### src/rtl/nbit_divider.sv
// Sequential unsigned N-bit divider (restoring shift-subtract, one quotient bit per clock).
// A division is requested with a start/done handshake. The quotient, remainder and
// divide-by-zero flag stay in registers until the next request completes.
// A zero divisor skips the iteration. It finishes one cycle after acceptance with an
// all-ones quotient and the dividend as remainder.

module nbit_divider #(
  parameter int N = 5
) (
  input  logic         clock,
  input  logic         reset,
  input  logic         start,
  input  logic [N-1:0] dividend,
  input  logic [N-1:0] divisor,
  output logic         busy,
  output logic         done,
  output logic [N-1:0] quotient,
  output logic [N-1:0] remainder,
  output logic         divByZero
);

  // The step counter only has to reach N-1, so this width always leaves headroom.
  localparam int CW = $clog2(N) + 1;

  localparam logic [1:0] ST_IDLE = 2'd0;
  localparam logic [1:0] ST_CALC = 2'd1;
  localparam logic [1:0] ST_DONE = 2'd2;

  logic [1:0]    state;
  logic [N:0]    rem_acc;
  logic [N-1:0]  quo_sh;
  logic [N-1:0]  div_reg;
  logic [CW-1:0] count;

  logic [N:0]    rem_shift;
  logic [N:0]    rem_diff;
  logic          rem_ge;
  logic [N:0]    rem_step;
  logic [N-1:0]  quo_step;
  logic          accept;
  logic          last_step;

  // Build one restoring iteration: shift the next dividend bit into the partial
  // remainder, then try subtracting the divisor. The compare result is the new quotient bit.
  always_comb begin
    rem_shift = {rem_acc[N-1:0], quo_sh[N-1]};
    rem_diff  = rem_shift - {1'b0, div_reg};
    rem_ge    = (rem_shift >= {1'b0, div_reg});
    rem_step  = rem_ge ? rem_diff : rem_shift;
    quo_step  = {quo_sh[N-2:0], rem_ge};
  end

  // A new request can be taken whenever no iteration is in flight, including the done cycle.
  always_comb begin
    accept    = start && ((state == ST_IDLE) || (state == ST_DONE));
    last_step = (count == CW'(N - 1));
  end

  // Control and datapath registers. Reset has priority and throws away any division in progress.
  always_ff @(posedge clock) begin
    if (reset) begin
      state     <= ST_IDLE;
      rem_acc   <= '0;
      quo_sh    <= '0;
      div_reg   <= '0;
      count     <= '0;
      quotient  <= '0;
      remainder <= '0;
      divByZero <= 1'b0;
    end else begin
      case (state)
        ST_IDLE, ST_DONE: begin
          if (accept) begin
            div_reg   <= divisor;
            quo_sh    <= dividend;
            rem_acc   <= '0;
            count     <= '0;
            divByZero <= 1'b0;
            if (divisor == '0) begin
              state     <= ST_DONE;
              quotient  <= '1;
              remainder <= dividend;
              divByZero <= 1'b1;
            end else begin
              state <= ST_CALC;
            end
          end else begin
            state <= ST_IDLE;
          end
        end
        ST_CALC: begin
          rem_acc <= rem_step;
          quo_sh  <= quo_step;
          count   <= count + 1'b1;
          if (last_step) begin
            state     <= ST_DONE;
            quotient  <= quo_step;
            remainder <= rem_step[N-1:0];
            count     <= '0;
          end
        end
        default: begin
          state <= ST_IDLE;
        end
      endcase
    end
  end

  // Both status flags are decoded from the registered state, so they are glitch-free.
  always_comb begin
    busy = (state == ST_CALC);
    done = (state == ST_DONE);
  end

endmodule
### config.mk
export PLATFORM = sky130hd
export DESIGN_NAME = nbit_divider
export DESIGN_NICKNAME = d
export VERILOG_FILES = /design/src/rtl/nbit_divider.sv
export SDC_FILE = /design/constraint.sdc
export NUM_CORES = 1
export LEC_CHECK = 0
export CORE_MARGIN = 1
export CORE_UTILIZATION = 50
export CTS_CLUSTER_DIAMETER = 80
export DETAILED_ROUTE_END_ITERATION = 7
export HOLD_SLACK_MARGIN = 0.12
export PLACE_DENSITY_LB_ADDON = 0.2
export SLEW_MARGIN = 20
export SYNTH_ARGS = -nofsm -noshare
export SYNTH_HDL_FRONTEND = slang
export SYNTH_SLANG_ARGS = --single-unit
### constraint.sdc
create_clock -name clock -period 5 [get_ports clock]
set_input_delay 1 -clock clock [delete_from_list [all_inputs] [get_ports clock]]
set_output_delay 1 -clock clock [all_outputs]
set_load 0.005 [all_outputs]
==> results.toml <==
[outcome]
outcome = "completed"

[grt]
grt_pass1_vias = 1386
antenna_found_initial = 0
grt-ovfl-total = 0
grt_pass1_wl_um = 6196
grt_max_degree = 32
grt_usage = 0.2436

[die]
initial_utilization = 0.5303
dieArea_um2 = 3470
row_count = 20
ios = 26
die_h_um = 58.91
chipWidth_um = 58.91
core_um2 = 3053

[timing]
hold_viol_final = 0
rsz0062_at_grt = "false"
max_clock_freq_ghz = 0.3159
finalSetupViolCount = 0
tightest_slew_ps = 801.8
fin_worst_hold_slack_ps = 455.5
period_minus_slack_ps = 3166
finalCritPeriodShare = 0.6331
final-max-slew-violation-count = 0
setup_tns_ps = 0
setup_ws_ps = 1834
maxSlewHeadroom = 0.4655
skew_ps = 14.40

[place]
portBuffers = 25
gpl.final_weighted_congestion = 0.8246
dpl_cell_area_um2 = 1883
hpwl_um = 2739
place_ws_ps = 1447

[worst_setup_path]
worstPathMaxFanout = 22
rr_startpoint = "quo_sh[4]$_SDFFE_PP0P_"
startpoint = "state[1]$_SDFFE_PP0P_"
cp_cell_sequence = "nand2b_1 -> inv_2 -> clkdlybuf4s50_1"
startpoint_type = "register"
crit_family = "buffers and inverters"
critPathMaxStageDelay_ps = 570
slowest_stage = "clkdlybuf4s50_1"
crit_type = "register to primary output"
required_ps = 4000
crit_buf_inv = 2
crit_path_end_kind = "primary output"
worstPathArrival_ps = 2170

[clock_network]
hold_buffers = 0
post_cts_resize_count = 0
cts.clk_slew.worst_paths_ps = 110
clock_path_buffers = 2
numClockSinks = 32
root_buffer = "clkbuf_4"
clkLatencyLatePin_ps = 350
cts_tree = "built"
cts_setup_buffers = 0
cts_made_buffers = 5
htreeDepth = 2

[logic_synthesis]
synth_top_area_cell = "dfxtp_1"
yosysTopAreaCellShare = 0.3957
yosysSeqAreaShare = 0.3957
synthTopCellsByArea = "dfxtp_1 (40%), a21oi_1 (7.4%), nand2_1 (7.0%), ha_1 (5.4%), a311oi_1 (4.9%)"
synth-warning-count = 0
ys_ff_latch = 32
avgSynthCellArea_um2 = 8.055
synthesis.nets = 222
syn_inst = 201
synth_cell_types = 38
synth_area_um2 = 1619

[cells_and_area]
fin_nets = 243
mostFrequentLayoutCell = "dfxtp_1"
fillers = 304
insertedDiodeCount = 0
layout_common_cells = "dfxtp_1 (32), nand2_1 (30), a21oi_1 (24), clkdlybuf4s50_1 (24), nor2_1 (16)"
fin_area_um2 = 1941
drive_gt1_frac = 0.06726
area_delta_synth_final_pct = 19.86
finish.utilization = 0.6357

[route]
dr.pass1.iters = 5
routed_wl_um = 3776
viasPerCell = 5.712
drc = 0
drt_iter0_drc = 76
vias = 1525
antenna_left = 0
wl_per_cell_um = 14.14

[job]
maxCapViolations = 0

[hold_path]
min-delay-start = "div_reg[4]$_SDFFE_PP0P_"
min_path_type = "register to register"

[power_and_ir_drop]
powerDensity_nw_per_um2 = 301.4
ir_drop_v = 0.0002126
p_leak_uw = 0.0007269
-- Yosys cell counts, drive strengths merged --
cell type  instances
clkbuf             8
mux2               2
nand2             30
inv               11
a21oi             24
o31a               1
fa                 1
nand4              3
a311oi             9
o21ai              8
a21boi             1
or2                1
nor2              16
nand3b             2
o221a              1
xor2               2
nand3              4
mux2i              1
o311a              1
o31ai              1
o221ai             1
nor3               6
dfxtp             32
and3b              1
or4                1
buf                4
and2               1
ha                 7
nand2b             3
a22oi              2
or3                1
a21o               3
and3               4
nor4b              1
a211oi             5
nor2b              2
-- through the flow --
| stage | power (uW) | std cells |
|---|---|---|
| floorplan | 384.3 | 201 |
| finish | 584.9 | 267 |
| CTS | 587.4 | 267 |
| global route | 616.5 | 267 |
| detailed placement | 430.3 | 259 |
| global placement | 425.9 | 259 |
-- tightest hold or removal path, delay by kind of cell, from the launching register on --
| family | cells | cell delay [ps] |
|---|---|---|
| and+or+nand+nor | 1 | 50 |
| DFF | 1 | 320 |
| AOI/OAI and AO/OA | 1 | 50 |
-- per-layer routing --
metal | up-vias | share of wire | track usage
met1 | 715 | 0.44 | 0.3067
li1 | 761 | - | -
met4 | 0 | 0.018 | 0.1020
met2 | 42 | 0.48 | 0.3945
met3 | 7 | 0.063 | 0.06374
met5 | - | 0 | 0
-- worst paths after layout --
kind | to | slack (ps) | depth (start not counted)
worst max-delay path | busy | 1830 | 3
worst min register to register | div_reg[4]$_SDFFE_PP0P_ | 460 | 2
worst max register to register | remainder[2]$_SDFFE_PP0P_ | 2660 | 8
worst min-delay path | div_reg[4]$_SDFFE_PP0P_ | 460 | 2
-- logic make-up (layout without fill, tap and decap cells) --
family / count (synthesis) / after routing / synth area share
adder cells (fa/ha/maj): 8 / 8 / 0.06646
AND/OR/NAND/NOR: 76 / 76 / 0.2241
flip-flops: 32 / 32 / 0.3957
buffers and inverters: 23 / 45 / 0.05564
AO/OA/AOI/OAI: 57 / 57 / 0.2272
XOR/XNOR: 2 / 2 / 0.01082
multiplexers: 3 / 3 / 0.02009
-- where the power goes --
| part | total, uW | switching (uW) | internal [uW] |
|---|---|---|---|
| combinational | 142 | 80.7 | 60.9 |
| clock | 159 | 90.6 | 68.8 |
| sequential | 284 | 11.4 | 273 |
-- layout make-up --
class,instances,area (um^2),area share
well taps,44,55.05,0.02837
repair buffers,26,252.7,0.1302
inverters,11,41.29,0.02128
multi-input cells,146,888.4,0.4578
clock buffers,7,55.05,0.02837
clock inverters,1,7.507,0.003868
flip-flops and latches,32,640.6,0.3301
(Power assumes the default switching activity.)
